===== config.mk =====
export PLATFORM = sky130hd
export DESIGN_NAME = traffic_light_ctrl
export DESIGN_NICKNAME = d
export VERILOG_FILES = /design/src/rtl/traffic_light_ctrl.sv
export SDC_FILE = /design/constraint.sdc
export NUM_CORES = 1
export LEC_CHECK = 0
export ABC_AREA = 0
export CORE_ASPECT_RATIO = 0.8
export CORE_UTILIZATION = 52
export CTS_CLUSTER_DIAMETER = 80
export DETAILED_ROUTE_END_ITERATION = 7
export PLACE_DENSITY_LB_ADDON = 0.1
export SLEW_MARGIN = 20
export SYNTH_ARGS = -nofsm -noshare
export SYNTH_HDL_FRONTEND = slang
export SYNTH_SLANG_ARGS = --single-unit

===== constraint.sdc =====
create_clock -name clk -period 2.7 [get_ports clk]
set_input_delay 0.27 -clock clk [delete_from_list [all_inputs] [get_ports clk]]
set_output_delay 0.27 -clock clk [all_outputs]
set_load 0.005 [all_outputs]

===== src/rtl/traffic_light_ctrl.sv =====
// Intersection light sequencer with a free-running renderer animation clock.
// Optional status outputs (phase, sec_left) are built when TRAFFIC_STATUS_EN is defined.
module traffic_light_ctrl #(
    parameter int TICK_DIV    = 25000000,
    parameter int GREEN_MIN   = 4,
    parameter int GREEN_MAX   = 10,
    parameter int ALLRED_SECS = 2,
    parameter int ANIM_HALF   = 208333
) (
    input  logic       clk,
    input  logic       clr_n,
    input  logic       hold,
    input  logic       ns_req,
    input  logic       ew_req,
    output logic       traffic0_color,
    output logic       traffic1_color,
    output logic       traffic2_color,
    output logic       traffic3_color,
    output logic       anim_clk
`ifdef TRAFFIC_STATUS_EN
    ,
    output logic [1:0] phase,
    output logic [7:0] sec_left
`endif
);

    localparam int PW   = $clog2(TICK_DIV);
    localparam int TMAX = (GREEN_MAX > ALLRED_SECS) ? GREEN_MAX : ALLRED_SECS;
    localparam int TW   = $clog2(TMAX + 2);
    localparam int AW   = (ANIM_HALF > 1) ? $clog2(ANIM_HALF) : 1;

    localparam logic [PW-1:0] PRE_LAST  = PW'(TICK_DIV - 1);
    localparam logic [TW-1:0] T_ALLRED  = TW'(ALLRED_SECS);
    localparam logic [TW-1:0] T_GMIN    = TW'(GREEN_MIN);
    localparam logic [TW-1:0] T_GMAX    = TW'(GREEN_MAX);
    localparam logic [TW-1:0] T_SAT     = TW'(TMAX);
    localparam logic [AW-1:0] ANIM_LAST = AW'(ANIM_HALF - 1);

    typedef enum logic [1:0] {
        AR_A   = 2'd0,
        NS_GRN = 2'd1,
        AR_B   = 2'd2,
        EW_GRN = 2'd3
    } state_t;

    // Light pattern {west, south, east, north} shown while in a given state.
    function automatic logic [3:0] light_pattern(input state_t st);
        logic [3:0] pat;
        case (st)
            NS_GRN:  pat = 4'b0101;
            EW_GRN:  pat = 4'b1010;
            default: pat = 4'b0000;
        endcase
        return pat;
    endfunction

    logic [PW-1:0] prescale_r;
    logic          sec_tick_s;
    state_t        state_r;
    state_t        state_nxt_s;
    state_t        target_s;
    logic [TW-1:0] sec_timer_r;
    logic [TW-1:0] timer_nxt_s;
    logic [TW-1:0] t_s;
    logic          go_s;
    logic          legal_s;
    logic [3:0]    lights_r;
    logic [3:0]    lights_nxt_s;
    logic [AW-1:0] anim_cnt_r;
    logic          anim_r;

    assign sec_tick_s = !hold && (prescale_r == PRE_LAST);

    // One-second prescaler, frozen while hold is asserted.
    always_ff @(posedge clk or negedge clr_n) begin
        if (!clr_n) begin
            prescale_r <= '0;
        end else if (!hold) begin
            if (prescale_r >= PRE_LAST) begin
                prescale_r <= '0;
            end else begin
                prescale_r <= prescale_r + PW'(1);
            end
        end
    end

    // Phase state and seconds-in-phase register.
    always_ff @(posedge clk or negedge clr_n) begin
        if (!clr_n) begin
            state_r     <= AR_A;
            sec_timer_r <= '0;
        end else begin
            state_r     <= state_nxt_s;
            sec_timer_r <= timer_nxt_s;
        end
    end

    // Next phase: decisions are taken only on the second tick, using requests seen then.
    always_comb begin
        t_s         = sec_timer_r + TW'(1);
        go_s        = 1'b0;
        legal_s     = 1'b1;
        target_s    = AR_A;
        state_nxt_s = state_r;
        timer_nxt_s = sec_timer_r;
        case (state_r)
            AR_A: begin
                go_s     = (t_s >= T_ALLRED);
                target_s = NS_GRN;
            end
            NS_GRN: begin
                go_s     = (t_s >= T_GMAX) || ((t_s >= T_GMIN) && ew_req);
                target_s = AR_B;
            end
            AR_B: begin
                go_s     = (t_s >= T_ALLRED);
                target_s = EW_GRN;
            end
            EW_GRN: begin
                go_s     = (t_s >= T_GMAX) || ((t_s >= T_GMIN) && ns_req);
                target_s = AR_A;
            end
            default: begin
                legal_s  = 1'b0;
                go_s     = 1'b0;
                target_s = AR_A;
            end
        endcase
        if (!legal_s) begin
            state_nxt_s = AR_A;
            timer_nxt_s = '0;
        end else if (sec_tick_s) begin
            if (go_s) begin
                state_nxt_s = target_s;
                timer_nxt_s = '0;
            end else begin
                state_nxt_s = state_r;
                timer_nxt_s = (t_s > T_SAT) ? T_SAT : t_s;
            end
        end else begin
            state_nxt_s = state_r;
            timer_nxt_s = sec_timer_r;
        end
    end

    // Lights decoded from the next state so they change on the same edge as the state.
    always_comb begin
        lights_nxt_s = light_pattern(state_nxt_s);
    end

    // Registered light outputs.
    always_ff @(posedge clk or negedge clr_n) begin
        if (!clr_n) begin
            lights_r <= 4'b0000;
        end else begin
            lights_r <= lights_nxt_s;
        end
    end

    assign traffic0_color = lights_r[0];
    assign traffic1_color = lights_r[1];
    assign traffic2_color = lights_r[2];
    assign traffic3_color = lights_r[3];

    // Animation square wave; ignores hold on purpose so the renderer never stalls.
    always_ff @(posedge clk or negedge clr_n) begin
        if (!clr_n) begin
            anim_cnt_r <= '0;
            anim_r     <= 1'b0;
        end else if (anim_cnt_r >= ANIM_LAST) begin
            anim_cnt_r <= '0;
            anim_r     <= ~anim_r;
        end else begin
            anim_cnt_r <= anim_cnt_r + AW'(1);
        end
    end

    assign anim_clk = anim_r;

`ifdef TRAFFIC_STATUS_EN
    logic [1:0] phase_r;
    logic [7:0] sec_left_r;
    logic [7:0] sec_left_nxt_s;

    // Seconds remaining until the phase limit, measured against the next-state timer.
    always_comb begin
        case (state_nxt_s)
            NS_GRN, EW_GRN: sec_left_nxt_s = 8'(GREEN_MAX) - 8'(timer_nxt_s);
            default:        sec_left_nxt_s = 8'(ALLRED_SECS) - 8'(timer_nxt_s);
        endcase
    end

    // Registered status outputs.
    always_ff @(posedge clk or negedge clr_n) begin
        if (!clr_n) begin
            phase_r    <= 2'd0;
            sec_left_r <= 8'(ALLRED_SECS);
        end else begin
            phase_r    <= state_nxt_s;
            sec_left_r <= sec_left_nxt_s;
        end
    end

    assign phase    = phase_r;
    assign sec_left = sec_left_r;
`endif

endmodule


==> results.yml, run 1 <==
global_routing:
  grt.met1_usage: 0.267
  met2_usage: 0.305
  grt-ovfl-total: 0
  busiest_layer: "met2"
  met3_usage: 0.0536
  grt_pass1_vias: 1929
  grt_max_degree: 40
  grt_use_total: 0.192
  antenna_found_initial: 0
  grt_pass1_wl_um: 8760
outcome:
  status: "complete, no violations"
die:
  start_util: 0.556
  rows: 23
  die-area_um2: 5840
  ios: 10
  core-area_um2: 5180
  fp.dieW_um: 85.2
  die-height_um: 68.6
timing:
  final_max_slew_viol_count: 0
  period_minus_slack_ps: 2110
  fin_crit_sh: 0.783
  finalHoldViolCount: 0
  setup-tns-final_ps: 0
  rsz0062_at_grt: "false"
  setup_slack_ps: 587
  tightest_slew_ps: 674
  setup_viol: 0
  max_freq_ghz: 0.473
  relSlewSlack: 0.547
  skew_ps: 10.7
yosys:
  synth.net_count: 315
  netlist-cell-type-count: 44
  synth_top_area_share: 0.452
  synth.top_cells.by_area: "dfrtp_1 45%, xor2_1 6.7%, nor2_1 6.0%"
  synth_xor_area_frac: 0.106
  synthMuxAreaShare: 0.0243
  synth-compound-area-share: 0.0691
  synth-simple-area-share: 0.283
  synth_fa_ha_area_frac: 0.0391
  synthesis.yosys.warnings: 0
  synth_cells: 301
  post-synth-top-area-cell: "dfrtp_1"
  synthFlopType: "dfrtp_1"
  ys_seq_area_frac: 0.452
  synth_area_per_cell_um2: 9.57
  synth_edf_count: 0
  synth-seq-cells: 52
  async_reset_ff_frac: 1.00
  syn_area_um2: 2880
  synth_top_family_by_area: "simple AND/OR/NAND/NOR gates"
cts:
  cts.sinks: 52
  path_clk_slew_ps: 100
  clock_path_buffers: 2
  cts_buffers: 5
  postCtsSetupRepairBufs: 0
  h-tree-depth: 2
  cts_root_buffer: "clkbuf_8"
  clk_latency_ps: 310
  cts_tree: "yes"
final_layout:
  area_growth_pct: 9.30
  final_cell_mix: "52 x dfrtp_1, 46 x nor2_1, 31 x nand2_1"
  diodes: 0
  final_area_um2: 3150
  drive_gt1_frac: 0.0955
  nets: 327
  num-fill-cells: 445
  regArea_um2: 1300
  final_util: 0.608
  multiInputGateArea_um2: 1500
  final_common_cell: "dfrtp_1"
place:
  place_area_um2: 3030
  pre_cts_slack_ps: 465
  port_buffers: 9
  dp_hpwl_um: 3520
  place_congestion: 0.779
routing:
  drtAntennaViolNets: 0
  drt-initial-drc-count: 141
  routed_via_density: 5.52
  dr.pass1.iters: 4
  wl_um: 4940
  wl_per_cell_um: 13.1
  vias: 2076
  drc_errors: 0
critical_path:
  critPathKind: "flop to flop"
  worstPathArrival_ps: 2310
  critPathLaunchType: "flop"
  worstPathCellList: "ha_1, nand3_1, nor2_2, nand4_2, nor3_4, mux2_4"
  critPathMaxFanout: 6
  crit_path_max_incr_delay_ps: 410
  endpoint_kind: "flop"
  worstPathRequired_ps: 2890
  cp_num_buf_inv: 0
  crit_path_top_delay_cell: "dfrtp_1"
  crit_family: "simple AND/OR/NAND/NOR gates"
hold_path:
  min_path_type: "primary input to async pin"
power:
  ir_worst_vdd_mv: 0.316
  powerDensity_nw_per_um2: 509
  p_total_mw: 1.60
  p_leak_nw: 1.44
run:
  cap_viol_max_count: 0
[power by group]
part           leakage [nW]  switching [mW]  internal [mW]
Clock                0.0558           0.254          0.280
Combinational         0.689           0.110         0.0696
Sequential            0.692          0.0629          0.825
Total                  1.44           0.427           1.17
[per-stage QoR]
| stage | cells | hold WS, ps |
|---|---|---|
| after detailed placement | 367 | 177 |
| after global routing | 376 | 375 |
| after floorplan | 301 | -25.6 |
| after global placement | 367 | 170 |
| final | 376 | 363 |
| after CTS | 376 | 359 |
[synth_stat cells (all sizes together) (4+ instances only)]
| cell | n |
|---|---|
| xnor2 | 13 |
| mux2i | 4 |
| and3 | 8 |
| nand3 | 20 |
| nand4 | 14 |
| o21ai | 13 |
| nor2 | 47 |
| ha | 9 |
| nor3 | 12 |
| dfrtp | 52 |
| xor2 | 22 |
| nor4 | 6 |
| a21oi | 5 |
| buf | 6 |
| nand2 | 31 |
| inv | 8 |
[final cells by class]
class / instances / area share
flip-flops and latches: 52 / 0.413
clock buffers: 6 / 0.0231
well taps: 62 / 0.0246
inverters: 8 / 0.00954
clock inverters: 2 / 0.0123
multi-input cells: 232 / 0.477
repair buffers: 14 / 0.0397
[what timing repair did]
action,in CTS,in global routing
endpoints found under the hold margin,13,0
hold buffers,1,0
gates resized for setup,0,0
[logic make-up (layout without fill, tap and decap cells)]
| kind of cell | Yosys count | count (layout) |
|---|---|---|
| and+or+nand+nor | 152 | 152 |
| DFF | 52 | 52 |
| xor gates and xnor gates | 35 | 35 |
| AOI/OAI and AO/OA | 30 | 30 |
| buffers and inverters | 17 | 30 |
| adders and majority gates | 9 | 9 |
| muxes | 6 | 6 |
[registers in the layout, indices dropped and copies added, names as in the netlist]
register,cells
anim_clk,1
lights_r,2
anim_cnt_r,18
sec_timer_r,4
state_r,2
prescale_r,25
[layer usage]
| layer | vias to the layer above | routed length [um] | share of wire |
|---|---|---|---|
| met1 | 988 | 2600 | 0.53 |
| met3 | 5 | 126 | 0.026 |
| met4 | 0 | 29 | 0.0059 |
| li1 | 1062 | - | - |
| met5 | - | 0 | 0 |
| met2 | 21 | 2180 | 0.44 |
[final timing paths]
check	startpoint	end	slack, ps	depth (start not counted)
worst max-delay path	prescale_r[0]	state_r[0]	590	6
worst min-delay path	clr_n	anim_cnt_r[7]	360	2
worst max register to register	prescale_r[0]	state_r[0]	590	6
worst min register to register	anim_clk	anim_clk	470	1
max in group asynchronous	clr_n	sec_timer_r[2]	1550	3
min in group clk	anim_clk	anim_clk	470	1
No activity file was read; power rests on OpenSTA's default activity.
==> inputs of run 2 (changes only) <==
- clock period: 2.7 -> 2 ns (I/O delays scaled with it)
==> results.yml, run 2 (synthesis gave the netlist of run 1 again) <==
timing:
  setup_viol: 0
  setup-tns-final_ps: 0
  finalHoldViolCount: 9
  skew_ps: 9.73
  max_freq_ghz: 0.537
  period_minus_slack_ps: 1860
  setup_slack_ps: 138
  rsz0062_at_grt: "false"
  final_max_slew_viol_count: 0
  hold_ws_ps: -9.62
  fin_crit_sh: 0.931
  tightest_slew_ps: 704
  relSlewSlack: 0.530
die:
  fp.dieW_um: 85.2
  die-height_um: 68.6
  start_util: 0.556
  rows: 23
  ios: 10
  core-area_um2: 5180
  die-area_um2: 5840
power:
  ir_worst_vdd_mv: 0.426
  powerDensity_nw_per_um2: 648
  p_leak_nw: 1.52
final_layout:
  final_util: 0.631
  nets: 342
  finalNonFillerCells: 391
  largestRegisters: "prescale_r (25), anim_cnt_r (18), sec_timer_r (4)"
  largest_reg_flops: 25
  final_common_cell: "dfrtp_1"
  multiInputGateArea_um2: 1530
  final_area_um2: 3270
  regArea_um2: 1300
  drive_gt1_frac: 0.146
  top_register: "prescale_r"
  area_growth_pct: 13.5
  final_cell_mix: "51 x dfrtp_1, 46 x nor2_1, 31 x nand2_1"
  num-fill-cells: 410
  diodes: 0
routing:
  vias: 2126
  drtAntennaViolNets: 0
  drt-initial-drc-count: 94
  dr.pass1.iters: 4
  wl_um: 5200
  routed_via_density: 5.44
  drc_errors: 0
  wl_per_cell_um: 13.3
critical_path:
  critPathMaxFanout: 4
  worstPathRequired_ps: 2190
  critPathLaunchType: "flop"
  worstPathArrival_ps: 2060
  endpoint_kind: "flop"
  critPathKind: "flop to flop"
  worstPathCellList: "nand4bb_4, nor3_4, nand4_2, nor3_4, mux2_4"
  crit_path_top_delay_cell: "dfrtp_1"
  cpMostUsedCell: "nor3_4"
  crit_path_max_incr_delay_ps: 430
hold_path:
  min_path_type: "primary input to async pin"
cts:
  cts_root_buffer: "clkbuf_8"
  cts-hold-fix-buffers: 0
  cts_buffers: 5
  path_clk_slew_ps: 100
  clock_path_buffers: 2
  h-tree-depth: 2
  clk_latency_ps: 310
  cts_tree: "yes"
  cts.sinks: 52
outcome:
  violations: "hold timing"
  status: "complete, but fails checks"
place:
  pre_cts_slack_ps: 59.6
  dp_hpwl_um: 3680
  port_buffers: 9
  place_congestion: 0.828
  place_area_um2: 3140
  dp_cells: 382
global_routing:
  grt_pass1_vias: 1986
  grt_max_degree: 53
  grt_use_total: 0.200
  met2_usage: 0.329
  grt-ovfl-total: 0
  grt_pass1_wl_um: 8940
  busiest_layer: "met2"
  grt.met1_usage: 0.269
  antenna_found_initial: 0
  met3_usage: 0.0357
run:
  cap_viol_max_count: 0
## run 2: where the power goes
group | switching [mW] | internal [mW] | total (mW)
clock | 0.344 | 0.282 | 0.626
combinational | 0.169 | 0.127 | 0.295
sequential | 0.0833 | 1.11 | 1.20
## run 2: per-layer routing
metal,vias to the layer above,wire length (um),part of all wire
li1,1096,-,-
met1,1010,2780,0.53
met2,15,2250,0.43
met3,5,111,0.021
met4,0,58,0.011
met5,-,0,0
## run 2: cell type report
cell class | count | share of cell area
Sequential cell | 52 | 0.398
Clock buffer | 7 | 0.0264
Tap cell | 62 | 0.0237
Clock inverter | 1 | 0.00230
Inverter | 8 | 0.00918
Timing Repair Buffer | 29 | 0.0719
Multi-Input combinational cell | 232 | 0.468
## run 2: stage by stage
| stage | hold WS (ps) | power [mW] |
|---|---|---|
| finish | -9.62 | 2.12 |
| global route | 46.9 | 2.23 |
| CTS | 8.69 | 2.14 |
| detailed placement | 358 | 1.51 |
| global placement | 358 | 1.49 |
| floorplan | -95.6 | 1.38 |
## run 2: what timing repair did
item,4_1_cts,5_1_grt
buffers inserted,0,1
endpoints found under the setup margin,0,4
gates resized for setup,0,6
## run 2: critical path, delay by kind of cell (launching register included)
family | cells | cell delay, ps
simple gates | 4 | 1000
flops | 1 | 430
mux | 1 | 320
## run 2: worst paths after layout
kind                                start             end  slack (ps)  cells after the start
setup / recovery           prescale_r[17]      state_r[0]         140                      5
hold / removal                      clr_n   anim_cnt_r[8]         -10                      2
setup reg to reg           prescale_r[17]      state_r[0]         140                      5
hold reg to reg                  anim_clk        anim_clk         470                      1
max in group asynchronous           clr_n  prescale_r[23]        1550                      2
min in group clk                 anim_clk        anim_clk         470                      1
